===== src/rtl/sample_az_ctrl.sv =====
// Auto-zero sample sequencer: mux select, precharge, settle, ADC trigger/handshake, sample stamping.
// Optional debug bus enabled by defining SAMPLE_AZ_CTRL_MONITOR_EN; otherwise monitor is tied to zero.
module sample_az_ctrl #(
  parameter int unsigned SETTLE_W       = 24,
  parameter logic [31:0] TIMEOUT_CYCLES = 32'd20_000_000
) (
  input  logic                clk,
  input  logic                reset,
  input  logic                run,
  input  logic                az_mode,
  input  logic [3:0]          azmux_hi_val,
  input  logic [3:0]          azmux_lo_val,
  input  logic [SETTLE_W-1:0] settle_cycles,
  input  logic                adc_measure_valid,
  output logic [3:0]          azmux,
  output logic                pc_switch,
  output logic                adc_measure_trig,
  output logic                sample_valid,
  output logic                sample_was_hi,
  output logic [31:0]         sample_count,
  output logic                timeout_err,
  output logic [7:0]          monitor
);

  typedef enum logic [2:0] {
    S_IDLE     = 3'd0,
    S_SETTLE   = 3'd1,
    S_TRIG     = 3'd2,
    S_ARMWAIT  = 3'd3,
    S_CONVWAIT = 3'd4,
    S_DONE     = 3'd5
  } state_t;

  state_t              state_q, state_d;
  logic                phase_hi_q, phase_hi_d;
  logic [SETTLE_W-1:0] settle_cnt_q, settle_cnt_d;
  logic [31:0]         tmo_cnt_q, tmo_cnt_d;
  logic                arm_seen_q, arm_seen_d;
  logic                timeout_hit;

  logic [3:0]          azmux_q, azmux_d;
  logic                pc_switch_q, pc_switch_d;
  logic                trig_q, trig_d;
  logic                sample_valid_q, sample_valid_d;
  logic                sample_was_hi_q, sample_was_hi_d;
  logic [31:0]         sample_count_q, sample_count_d;
  logic                timeout_err_q, timeout_err_d;

  always_ff @(posedge clk or posedge reset) begin
    if (reset) begin
      state_q         <= S_IDLE;
      phase_hi_q      <= 1'b1;
      settle_cnt_q    <= '0;
      tmo_cnt_q       <= '0;
      arm_seen_q      <= 1'b0;
      azmux_q         <= 4'b0000;
      pc_switch_q     <= 1'b0;
      trig_q          <= 1'b0;
      sample_valid_q  <= 1'b0;
      sample_was_hi_q <= 1'b0;
      sample_count_q  <= '0;
      timeout_err_q   <= 1'b0;
    end else begin
      state_q         <= state_d;
      phase_hi_q      <= phase_hi_d;
      settle_cnt_q    <= settle_cnt_d;
      tmo_cnt_q       <= tmo_cnt_d;
      arm_seen_q      <= arm_seen_d;
      azmux_q         <= azmux_d;
      pc_switch_q     <= pc_switch_d;
      trig_q          <= trig_d;
      sample_valid_q  <= sample_valid_d;
      sample_was_hi_q <= sample_was_hi_d;
      sample_count_q  <= sample_count_d;
      timeout_err_q   <= timeout_err_d;
    end
  end

  always_comb begin
    state_d      = state_q;
    phase_hi_d   = phase_hi_q;
    settle_cnt_d = settle_cnt_q;
    tmo_cnt_d    = tmo_cnt_q;
    arm_seen_d   = arm_seen_q;
    timeout_hit  = 1'b0;
    unique case (state_q)
      S_IDLE: begin
        if (run) begin
          state_d      = S_SETTLE;
          settle_cnt_d = settle_cycles;
        end
      end
      S_SETTLE: begin
        if (settle_cnt_q == '0) begin
          state_d = S_TRIG;
        end else begin
          settle_cnt_d = settle_cnt_q - SETTLE_W'(1);
        end
      end
      S_TRIG: begin
        tmo_cnt_d  = TIMEOUT_CYCLES;
        arm_seen_d = 1'b0;
        state_d    = S_ARMWAIT;
      end
      S_ARMWAIT: begin
        if (tmo_cnt_q != '0) begin
          tmo_cnt_d = tmo_cnt_q - 32'd1;
        end
        // A stale valid is tolerated for at most two cycles; the ADC drops it by then.
        if (!adc_measure_valid || arm_seen_q) begin
          state_d = S_CONVWAIT;
        end else begin
          arm_seen_d = 1'b1;
        end
      end
      S_CONVWAIT: begin
        if (adc_measure_valid) begin
          state_d = S_DONE;
        end else if (tmo_cnt_q == '0) begin
          timeout_hit = 1'b1;
          state_d     = S_IDLE;
        end else begin
          tmo_cnt_d = tmo_cnt_q - 32'd1;
        end
      end
      S_DONE: begin
        phase_hi_d = az_mode ? ~phase_hi_q : 1'b1;
        if (run) begin
          state_d      = S_SETTLE;
          settle_cnt_d = settle_cycles;
        end else begin
          state_d = S_IDLE;
        end
      end
      default: begin
        state_d = S_IDLE;
      end
    endcase
    if (state_d == S_IDLE) begin
      phase_hi_d = 1'b1;
    end
  end

  // Outputs are computed from the next state so every port comes straight from a flop.
  always_comb begin
    azmux_d         = azmux_lo_val;
    pc_switch_d     = 1'b0;
    if (state_d != S_IDLE) begin
      azmux_d     = phase_hi_d ? azmux_hi_val : azmux_lo_val;
      pc_switch_d = phase_hi_d;
    end
    trig_d          = (state_d == S_TRIG);
    sample_valid_d  = (state_d == S_DONE);
    sample_was_hi_d = sample_was_hi_q;
    sample_count_d  = sample_count_q;
    if (state_d == S_DONE) begin
      sample_was_hi_d = phase_hi_d;
      sample_count_d  = sample_count_q + 32'd1;
    end
    timeout_err_d   = timeout_err_q | timeout_hit;
  end

  assign azmux            = azmux_q;
  assign pc_switch        = pc_switch_q;
  assign adc_measure_trig = trig_q;
  assign sample_valid     = sample_valid_q;
  assign sample_was_hi    = sample_was_hi_q;
  assign sample_count     = sample_count_q;
  assign timeout_err      = timeout_err_q;

`ifdef SAMPLE_AZ_CTRL_MONITOR_EN
  logic [7:0] monitor_q, monitor_d;

  always_comb begin
    monitor_d = {sample_valid_d, 3'(state_d), phase_hi_d, pc_switch_d,
                 adc_measure_valid, trig_d};
  end

  always_ff @(posedge clk or posedge reset) begin
    if (reset) begin
      monitor_q <= 8'h00;
    end else begin
      monitor_q <= monitor_d;
    end
  end

  assign monitor = monitor_q;
`else
  assign monitor = 8'h00;
`endif

endmodule

===== config.mk =====
export PLATFORM = sky130hd
export DESIGN_NAME = sample_az_ctrl
export DESIGN_NICKNAME = d
export VERILOG_FILES = /design/src/rtl/sample_az_ctrl.sv
export SDC_FILE = /design/constraint.sdc
export NUM_CORES = 1
export LEC_CHECK = 0
export CORE_MARGIN = 4
export CORE_UTILIZATION = 49
export DETAILED_ROUTE_END_ITERATION = 10
export PLACE_DENSITY = 0.77
export SYNTH_ARGS = -nofsm -noshare
export SYNTH_HDL_FRONTEND = slang
export SYNTH_SLANG_ARGS = --single-unit

===== constraint.sdc =====
create_clock -name clk -period 3.8 [get_ports clk]
set_input_delay 1.14 -clock clk [delete_from_list [all_inputs] [get_ports clk]]
set_output_delay 1.14 -clock clk [all_outputs]
set_load 0.03 [all_outputs]

# --- After elaboration in Yosys (flattened, before gate mapping) ---
# Cells that the tools add are included.
totals:
  elab_cells: 70
  output_inout_bits: 49
  reg_bits: 102
op_classes:
  muxes: 25
  n_addsub: 3
  bitwise_logic: 2
  reduce_logical: 15
  eq_ne: 13
ops:
  columns: ["cell", "n"]
  rows:
  - ["$mux 32", 3]
  - ["$pmux 32 s3", 1]
  - ["$mux 24", 2]
  - ["$pmux 24 s2", 1]
  - ["$add 32x1->32 const B", 1]
  - ["$logic_not 32->1", 1]
  - ["$reduce_bool 32->1", 1]
  - ["$sub 32x1->32 const B", 1]
  - ["$logic_not 24->1", 1]
  - ["$sub 24x1->24 const B", 1]
  - ["$pmux 3 s6", 1]
  - ["$mux 3", 5]
  - ["$ne 2x2->1 const B", 5]
  - ["$eq 3x2->1 const B", 3]
  - ["$eq 3x3->1 const B", 3]
  - ["$mux 1", 9]
  - ["$mux 4", 2]
  - ["$logic_not 3->1", 2]
  - ["$reduce_bool 3->1", 2]
  - ["$reduce_and 4->1", 1]
  - ["$reduce_bool 2->1", 2]
  - ["$eq 3x1->1 const B", 1]
  - ["$reduce_and 3->1", 1]
  - ["$ne 2x1->1 const B", 1]
  - ["7 further kinds", 7]

# --- Longest topological paths before layout ---
# Gate-level depths: netlist (run 1).
logic_depth:
  ltp_word: 8
  ltp_mapped: 8
  mapped_depth_nobuf: 7

# --- Worst setup path before layout (run 1) ---
# OpenSTA, ideal clock, no wires.
synth_path:
  path_kind: "input-to-reg"
  start: "input port adc_measure_valid"
  end: "register tmo_cnt_q[27]"
  cell_stages: 6
  setup_time_ns: 0.078
  setup_slack_ns: 0.665
  required_ns: 3.722
  t_arrival_ns: 3.057
  cell_sequence: "clkbuf_1 > or4b_1 > a21boi_1 > o2111ai_2 > or4b_1 > a21oi_1"
synth_via:
  elab_chain_cells: 2
synth_lines:
  columns: ["element", "line", "source"]
  rows:
  - ["start: declaration", "14", "input logic adc_measure_valid,"]
  - ["$ne 2x2->1 (no source line)", null, null]
  - ["$reduce_and 4->1 (no source line)", null, null]
  - ["end signal: assignment", "67", "tmo_cnt_q <= tmo_cnt_d;"]
  - ["end: declaration", "37", "logic [31:0] tmo_cnt_q, tmo_cnt_d;"]
# Every way passes these cells.
# A chain may end at the register's enable or synchronous reset.

# --- Worst setup path in the final report (run 1) ---
# Same ends and word-level chain as after synthesis.

==> results of run 1 <==
==> routing by layer <==
layer / GRT usage / vias to the layer above
met4: 0.0712 / 0
met3: 0.0409 / 26
met1: 0.303 / 2591
met2: 0.351 / 228
li1: - / 2440
met5: 0 / -
==> flip-flops by register name, summed over array words and instances (netlist names) <==
signal            count
settle_cnt_q         24
arm_seen_q            1
azmux                 4
adc_measure_trig      1
state_q               3
phase_hi_q            1
sample_was_hi         1
pc_switch             1
tmo_cnt_q            32
timeout_err           1
sample_valid          1
sample_count         32
==> cells by family after synthesis <==
| family | Yosys count |
|---|---|
| AOI/OAI and AO/OA | 145 |
| adders and majority gates | 5 |
| DFF | 102 |
| buffers and inverters | 49 |
| other | 1 |
| and+or+nand+nor | 275 |
| xor gates and xnor gates | 33 |
| muxes | 8 |
==> cell usage in the layout (no fill, tap or decap), types with 5 or more instances in the layout <==
cell type and instances:
dfrtp_1 101, clkdlybuf4s50_1 77, nand2_1 61, nor2_1 46, o21ai_0 35, a21oi_1 33
nand3_1 30, xnor2_1 28, or3_1 19, nand4_1 19, nor4_1 15, nor3_1 15
buf_4 12, or4_1 11, inv_1 10, clkbuf_16 9, nand2b_1 8, o31ai_1 8
o211ai_1 8, conb_1 8, and4_1 7, and3_1 7, a31o_2 6, nand3b_1 5
xor2_1 5, a32o_1 5, ha_1 5
==> final cells by class <==
class,instances,area [µm²]
inverters,11,45.0
well taps,143,179
repair buffers,90,881
multi-input cells,474,2970
fillers,968,4460
clock inverters,6,93.8
clock buffers,10,229
flip-flops and latches,102,2550
==> critical path, cell delays in order <==
cell and delay [ps]:
clkdlybuf4s50_1 550, or4b_1 570, a21boi_1 230, o2111ai_2 210, or4b_1 560, a21oi_1 160
==> how the worst max path moves through the flow <==
stage | end | slack [ps] | cells past startpoint
2_1_floorplan | tmo_cnt_q[27] | 660 | 6
3_3_place_gp | tmo_cnt_q[27] | 340 | 6
3_5_place_dp | tmo_cnt_q[27] | 310 | 6
4_1_cts | tmo_cnt_q[27] | 670 | 6
5_1_grt | sample_count[15] | 500 | 7
6_report | tmo_cnt_q[27] | 650 | 6
==> per-stage QoR <==
step	total power, mW	instance area (µm²)
2_1_floorplan	2.27	5760
3_3_place_gp	2.56	6630
3_5_place_dp	2.61	6630
4_1_cts	3.62	6950
5_1_grt	3.82	6950
6_report	3.62	6950
==> power by group through the flow <==
stage / registers [mW] / logic [mW] / clock network [mW]
2_1_floorplan: 1.48 / 0.790 / 0
3_3_place_gp: 1.50 / 1.06 / 0
3_5_place_dp: 1.51 / 1.10 / 0
4_1_cts: 1.49 / 1.11 / 1.02
5_1_grt: 1.53 / 1.23 / 1.06
6_report: 1.50 / 1.11 / 1.00
==> results.cfg, run 1 <==
[min_path]
min_to = sample_count[31]
worstHoldStart = sample_count[31]
hold_path_class = flip-flop to flip-flop
hold_depth = 1

[synth]
synthAdderAreaFrac = 0.0109
synth_edf_count = 0
synthMuxAreaShare = 0.0149
netlist_area_um2 = 5730
netlist.area_leader.share = 0.441
synth_cells = 618
synth_most_common_cell = dfrtp_1
synth_simple_gate_area_share = 0.264
synth_top_area_cell = dfrtp_1
synth-compound-area-share = 0.173
syn_avg_cell_area_um2 = 9.27
synth_ff_type = dfrtp_1
synth_xor_area_frac = 0.0504
synth_cell_types = 76
ys_top_cells_by_area = dfrtp_1 44%, xnor2_1 4.3%, nand2_1 4.0%
seq_area_frac_synth = 0.446
synth_top_family_by_area = simple AND/OR/NAND/NOR gates
synth_seq_cells = 102
synth_common_cells = 101 x dfrtp_1, 61 x nand2_1, 47 x nor2_1
ys_warn_count = 0
async_flop_share = 1.00

[power_and_ir_drop]
sw_frac_of_total = 0.355
ir_worst_vdd_mv = 0.290
p_sw_mw = 1.29
p_int_mw = 2.34
power_density_nw_per_um2 = 521
p_comb_frac = 0.308
p_clk_frac = 0.277
p_seq_frac = 0.415
cellLeakagePower_nw = 2.73

[setup_path]
timing.rr.end = tmo_cnt_q[13]
crit_path_start_kind = primary input
cp-startpoint = adc_measure_valid
path_class = primary input to flip-flop
endpoint_kind = flip-flop
cp.required_ps = 4070
r2r_slack_ps = 730
arrival_ps = 3420
reg2reg_from = tmo_cnt_q[0]
cp_max_fo = 9
r2r_cells = 7

[flow_run]
drv_cap = 0

[route]
drc = 0
viasPerCell = 6.32
dr_wl_met2_mm = 6.75
wl_met1_mm = 6.36
routedWlPerCell_um = 17.2
drtIter0Drc = 523
drt-total-wl_mm = 14.4
top_layer_used = met4
vias = 5285
firstDrtPassIters = 5
ant_nets = 0
wl_met3_mm = 1.10

[timing]
finalSetupTns_ps = 0
period_needed_ps = 3150
final-max-slew-violation-count = 0
worst_pin_slew_ps = 876
clock_skew_ps = 7.85
finalHoldViolCount = 0
fin_ws_ps = 653
rsz0062_at_grt = false
finalCritPeriodShare = 0.828
fmax_mhz = 318
holdWs_ps = 488
maxSlewHeadroom = 0.411
setup_violations = 0

[floorplanning]
rows = 39
die_y_um = 116
core_area_um2 = 11400
die_w_um = 116
die-area_um2 = 13500
boundaryPins = 86
start_util = 0.502

[outcome]
outcome = finished clean

[grt]
grt_pass1_wl_mm = 24.0
grtUsageTotal = 0.219
gr-total-overflow = 0
antenna_found_initial = 0
grt_pass1_vias = 5029
grt_max_degree = 45

[clock_tree]
cts_buffers = 9
cts_max_path_buffers = 2
hold_buffers = 0
clockRootBuffer = clkbuf_16
cts_resized = 0
htree_levels = 3
clock_latency_ps = 350
path_clk_slew_ps = 70
clkSinkCount = 102
post_cts_buffers = 0
cts_tree = built

[final_layout]
final_nets = 730
area_growth_pct = 21.4
antennaDiodeCount = 0
final_cells = 836
fin_util = 0.609
drive_above_1_share = 0.0823

[placement]
dp_cells = 820
dp_slack_ps = 311
hpwlAfterDp_mm = 10.1
gp_congestion = 0.898
portBuffers = 77
(Power assumes the default switching activity.)
==> run 2, diff against run 1 <==
- CORE_UTILIZATION: 49 -> 55
- PLACE_DENSITY: 0.77 -> 0.82
- clock period: 3.8 -> 3.1 ns (I/O delays scaled with it)
==> run 2 against run 1 <==
  * Register-to-register slack got worse by 440 ps
  * Clock skew rose by 3.1 ps
  * Combinational power increased by 25%
  * Via count increased by 0.87%
  * Utilization up 8.9 points
  * Global-route usage up 3.0 points
  * Critical path depth is 2 higher
==> results.cfg, run 2 (synthesis results as in run 1) <==
[timing]
clock_skew_ps = 10.9
final-max-slew-violation-count = 0
setup_violations = 0
fmax_mhz = 355
maxSlewHeadroom = 0.447
worst_pin_slew_ps = 822
finalSetupTns_ps = 0
rsz0062_at_grt = false
period_needed_ps = 2810
holdWs_ps = 487
finalHoldViolCount = 0
finalCritPeriodShare = 0.908

[placement]
hpwlAfterDp_mm = 10.4
portBuffers = 77
gp_congestion = 0.852

[route]
firstDrtPassIters = 6
drtIter0Drc = 534
routedWlPerCell_um = 17.4
ant_nets = 0
viasPerCell = 6.35
drt-total-wl_mm = 14.6
vias = 5331
drc = 0

[setup_path]
crit_path_start_kind = flip-flop
path_class = flip-flop to flip-flop
r2r_slack_ps = 290
cp_max_fo = 5
r2r_cells = 8
arrival_ps = 3090
cp.required_ps = 3380
endpoint_kind = flip-flop

[floorplanning]
die_y_um = 110
boundaryPins = 86
start_util = 0.576
core_area_um2 = 9950
rows = 36
die-area_um2 = 12100
die_w_um = 110

[clock_tree]
clock_latency_ps = 390
post_cts_buffers = 0
cts_resized = 0
path_clk_slew_ps = 110
clkSinkCount = 102
cts_tree = built
cts_buffers = 9
clockRootBuffer = clkbuf_8
cts_max_path_buffers = 2
hold_buffers = 0
htree_levels = 3

[final_layout]
multi_input_area_um2 = 2970
final_nets = 744
regArea_um2 = 2550
area_growth_pct = 21.2
nFillCells = 750
drive_above_1_share = 0.100
antennaDiodeCount = 0
layout_commonest_cell = dfrtp_1
final_cell_mix = 101 x dfrtp_1, 77 x clkdlybuf4s50_1, 61 x nand2_1
fin_util = 0.698

[grt]
antenna_found_initial = 0
grt_pass1_wl_mm = 23.9
gr-total-overflow = 0
grtUsageTotal = 0.249
grt_pass1_vias = 5029
grt_max_degree = 72

[min_path]
hold_path_class = flip-flop to flip-flop
hold_depth = 1

[outcome]
outcome = finished clean

[power_and_ir_drop]
ir_worst_vdd_mv = 0.405
cellLeakagePower_nw = 2.75
power_density_nw_per_um2 = 604

[flow_run]
drv_cap = 0
run 2: cell types whose count changed in the layout (fill, tap and decap cells not counted):
cell | previous run | this run
buf_4 | 12 | 26
clkbuf_16 | 9 | 0
clkbuf_8 | 0 | 9
run 2: worst paths after layout:
check                            startpoint          endpoint
max                            tmo_cnt_q[0]          azmux[0]
min reg2reg                sample_count[31]  sample_count[31]
min                        sample_count[31]  sample_count[31]
max in group asynchronous             reset        phase_hi_q
min in group asynchronous             reset  settle_cnt_q[15]
max reg2reg                    tmo_cnt_q[0]          azmux[0]
run 2: critical path, stage by stage (launching register included):
cell and delay (ps):
dfrtp_1 440, inv_1 120, ha_1 190, or4b_2 610, or4_1 490, a2111oi_2 300, a211oi_1 120, buf_4 180
mux2_2 260
run 2: layer usage:
metal	vias up	global-route usage	wire (µm)
met5	-	0	0
met4	0	0.0890	293
met3	33	0.0518	1150
met2	259	0.393	6890
met1	2571	0.340	6300
li1	2468	-	-
run 2: cell type report:
cell class              instances  share of cell area
multi-input cells             474               0.428
flip-flops and latches        102               0.368
repair buffers                104               0.142
well taps                     133              0.0240
clock buffers                  10              0.0184
clock inverters                 6              0.0135
inverters                      11             0.00649
run 2: power breakdown:
group	switching (mW)	leakage, nW	internal [mW]
logic	0.786	1.35	0.603
clock network	0.490	0.107	0.461
registers	0.277	1.29	1.57
run 2: metrics by stage:
step	total power [mW]	area [µm²]	worst slack [ps]	std cells
2_1_floorplan	2.79	5760	175	625
3_3_place_gp	3.17	6720	84.1	824
3_5_place_dp	3.23	6720	33.3	824
4_1_cts	4.17	6950	263	840
5_1_grt	4.45	6950	174	840
6_report	4.19	6950	286	840
==> run 3, diff against run 2 <==
- PLACE_DENSITY: 0.82 -> 0.89
- REMOVE_ABC_BUFFERS: unset -> 1
==> run 3 against run 2 <==
  * Power shrank 1.3%
  * Critical path type unchanged
  * Wire length rose by 0.72%
  * Largest cell class unchanged
  * Via count is essentially flat
  * Sequential power hardly changed
==> results.cfg, run 3 (synthesis results as in run 1) <==
[timing]
final-max-slew-violation-count = 0
fmax_mhz = 344
finalSetupTns_ps = 0
setup_violations = 0
clock_skew_ps = 12.4
maxSlewHeadroom = 0.400
finalHoldViolCount = 0
rsz0062_at_grt = false
period_needed_ps = 2910
worst_pin_slew_ps = 891
finalCritPeriodShare = 0.938

[floorplanning]
die_y_um = 110
boundaryPins = 86
die-area_um2 = 12100
rows = 36
die_w_um = 110
start_util = 0.576
core_area_um2 = 9950

[clock_tree]
cts_max_path_buffers = 2
clkSinkCount = 102
post_cts_buffers = 0
path_clk_slew_ps = 100
clock_latency_ps = 380
htree_levels = 3
cts_buffers = 9
cts_resized = 0
hold_buffers = 0
cts_tree = built
clockRootBuffer = clkbuf_8

[route]
drt-total-wl_mm = 14.7
vias = 5333
drtIter0Drc = 404
ant_nets = 0
drc = 0
viasPerCell = 6.33
routedWlPerCell_um = 17.5
firstDrtPassIters = 5

[flow_run]
drv_cap = 0

[grt]
grtUsageTotal = 0.248
antenna_found_initial = 0
gr-total-overflow = 0
grt_max_degree = 39
grt_pass1_vias = 5076
grt_pass1_wl_mm = 23.9

[placement]
portBuffers = 77
hpwlAfterDp_mm = 10.4
gp_congestion = 0.927

[setup_path]
timing.rr.end = azmux[3]
cp_max_fo = 5
r2r_cells = 8
reg2reg_from = tmo_cnt_q[0]
r2r_slack_ps = 190
cp.required_ps = 3370
path_class = flip-flop to flip-flop
endpoint_kind = flip-flop
crit_path_start_kind = flip-flop
arrival_ps = 3170

[final_layout]
drive_above_1_share = 0.103
final_cell_mix = 101 x dfrtp_1, 77 x clkdlybuf4s50_1, 61 x nand2_1
fin_util = 0.698
final_nets = 746
layout_commonest_cell = dfrtp_1
area_growth_pct = 21.2
antennaDiodeCount = 0

[min_path]
hold_depth = 1
worstHoldStart = sample_count[31]
hold_path_class = flip-flop to flip-flop
min_to = sample_count[31]

[outcome]
outcome = finished clean

[power_and_ir_drop]
power_density_nw_per_um2 = 596
ir_worst_vdd_mv = 0.311
cellLeakagePower_nw = 2.76
-- run 3: power breakdown --
part           total (mW)  internal (mW)  switching, mW
logic                1.39          0.608          0.778
clock network       0.889          0.406          0.483
registers            1.86           1.57          0.287
total                4.14           2.59           1.55
-- run 3: worst max path at each step --
stage,from,endpoint,slack (ps)
after global placement,adc_measure_valid,tmo_cnt_q[27],70
after floorplan,reset,adc_measure_trig,-500
after detailed placement,adc_measure_valid,tmo_cnt_q[27],20
final,tmo_cnt_q[0],azmux[3],190
after CTS,tmo_cnt_q[0],azmux[0],180
after global routing,tmo_cnt_q[0],azmux[0],20
-- run 3: metrics by stage --
stage | power, mW | area [µm²] | hold WS [ps] | cells | setup WS (ps)
after floorplan | 2.74 | 5570 | 454 | 587 | -504
after global placement | 3.17 | 6740 | 466 | 826 | 71.0
after detailed placement | 3.24 | 6740 | 480 | 826 | 18.1
after CTS | 4.12 | 6950 | 506 | 842 | 177
after global routing | 4.39 | 6950 | 517 | 842 | 23.8
final | 4.14 | 6950 | 502 | 842 | 191
-- run 3: final cells by class --
type                    instances  area (µm²)
clock inverters                 5        66.3
multi-input cells             474        2970
fillers                       731        3010
flip-flops and latches        102        2550
inverters                      11        43.8
well taps                     133         166
clock buffers                  11         141
repair buffers                106        1000
-- run 3: worst max-delay path: stages, from the launching register on --
cell and delay [ps]:
dfrtp_1 440, inv_1 120, ha_1 210, or4b_2 610, or4_1 490, a2111oi_2 390
a211oi_1 100, buf_4 180, mux2_2 270
-- run 3: routing by layer --
layer  share of wire  GRT usage  wire length (µm)
met1            0.40      0.324              5960
met2            0.49      0.409              7170
met3           0.080     0.0355              1180
met4           0.029      0.115               434
met5               0          0                 0
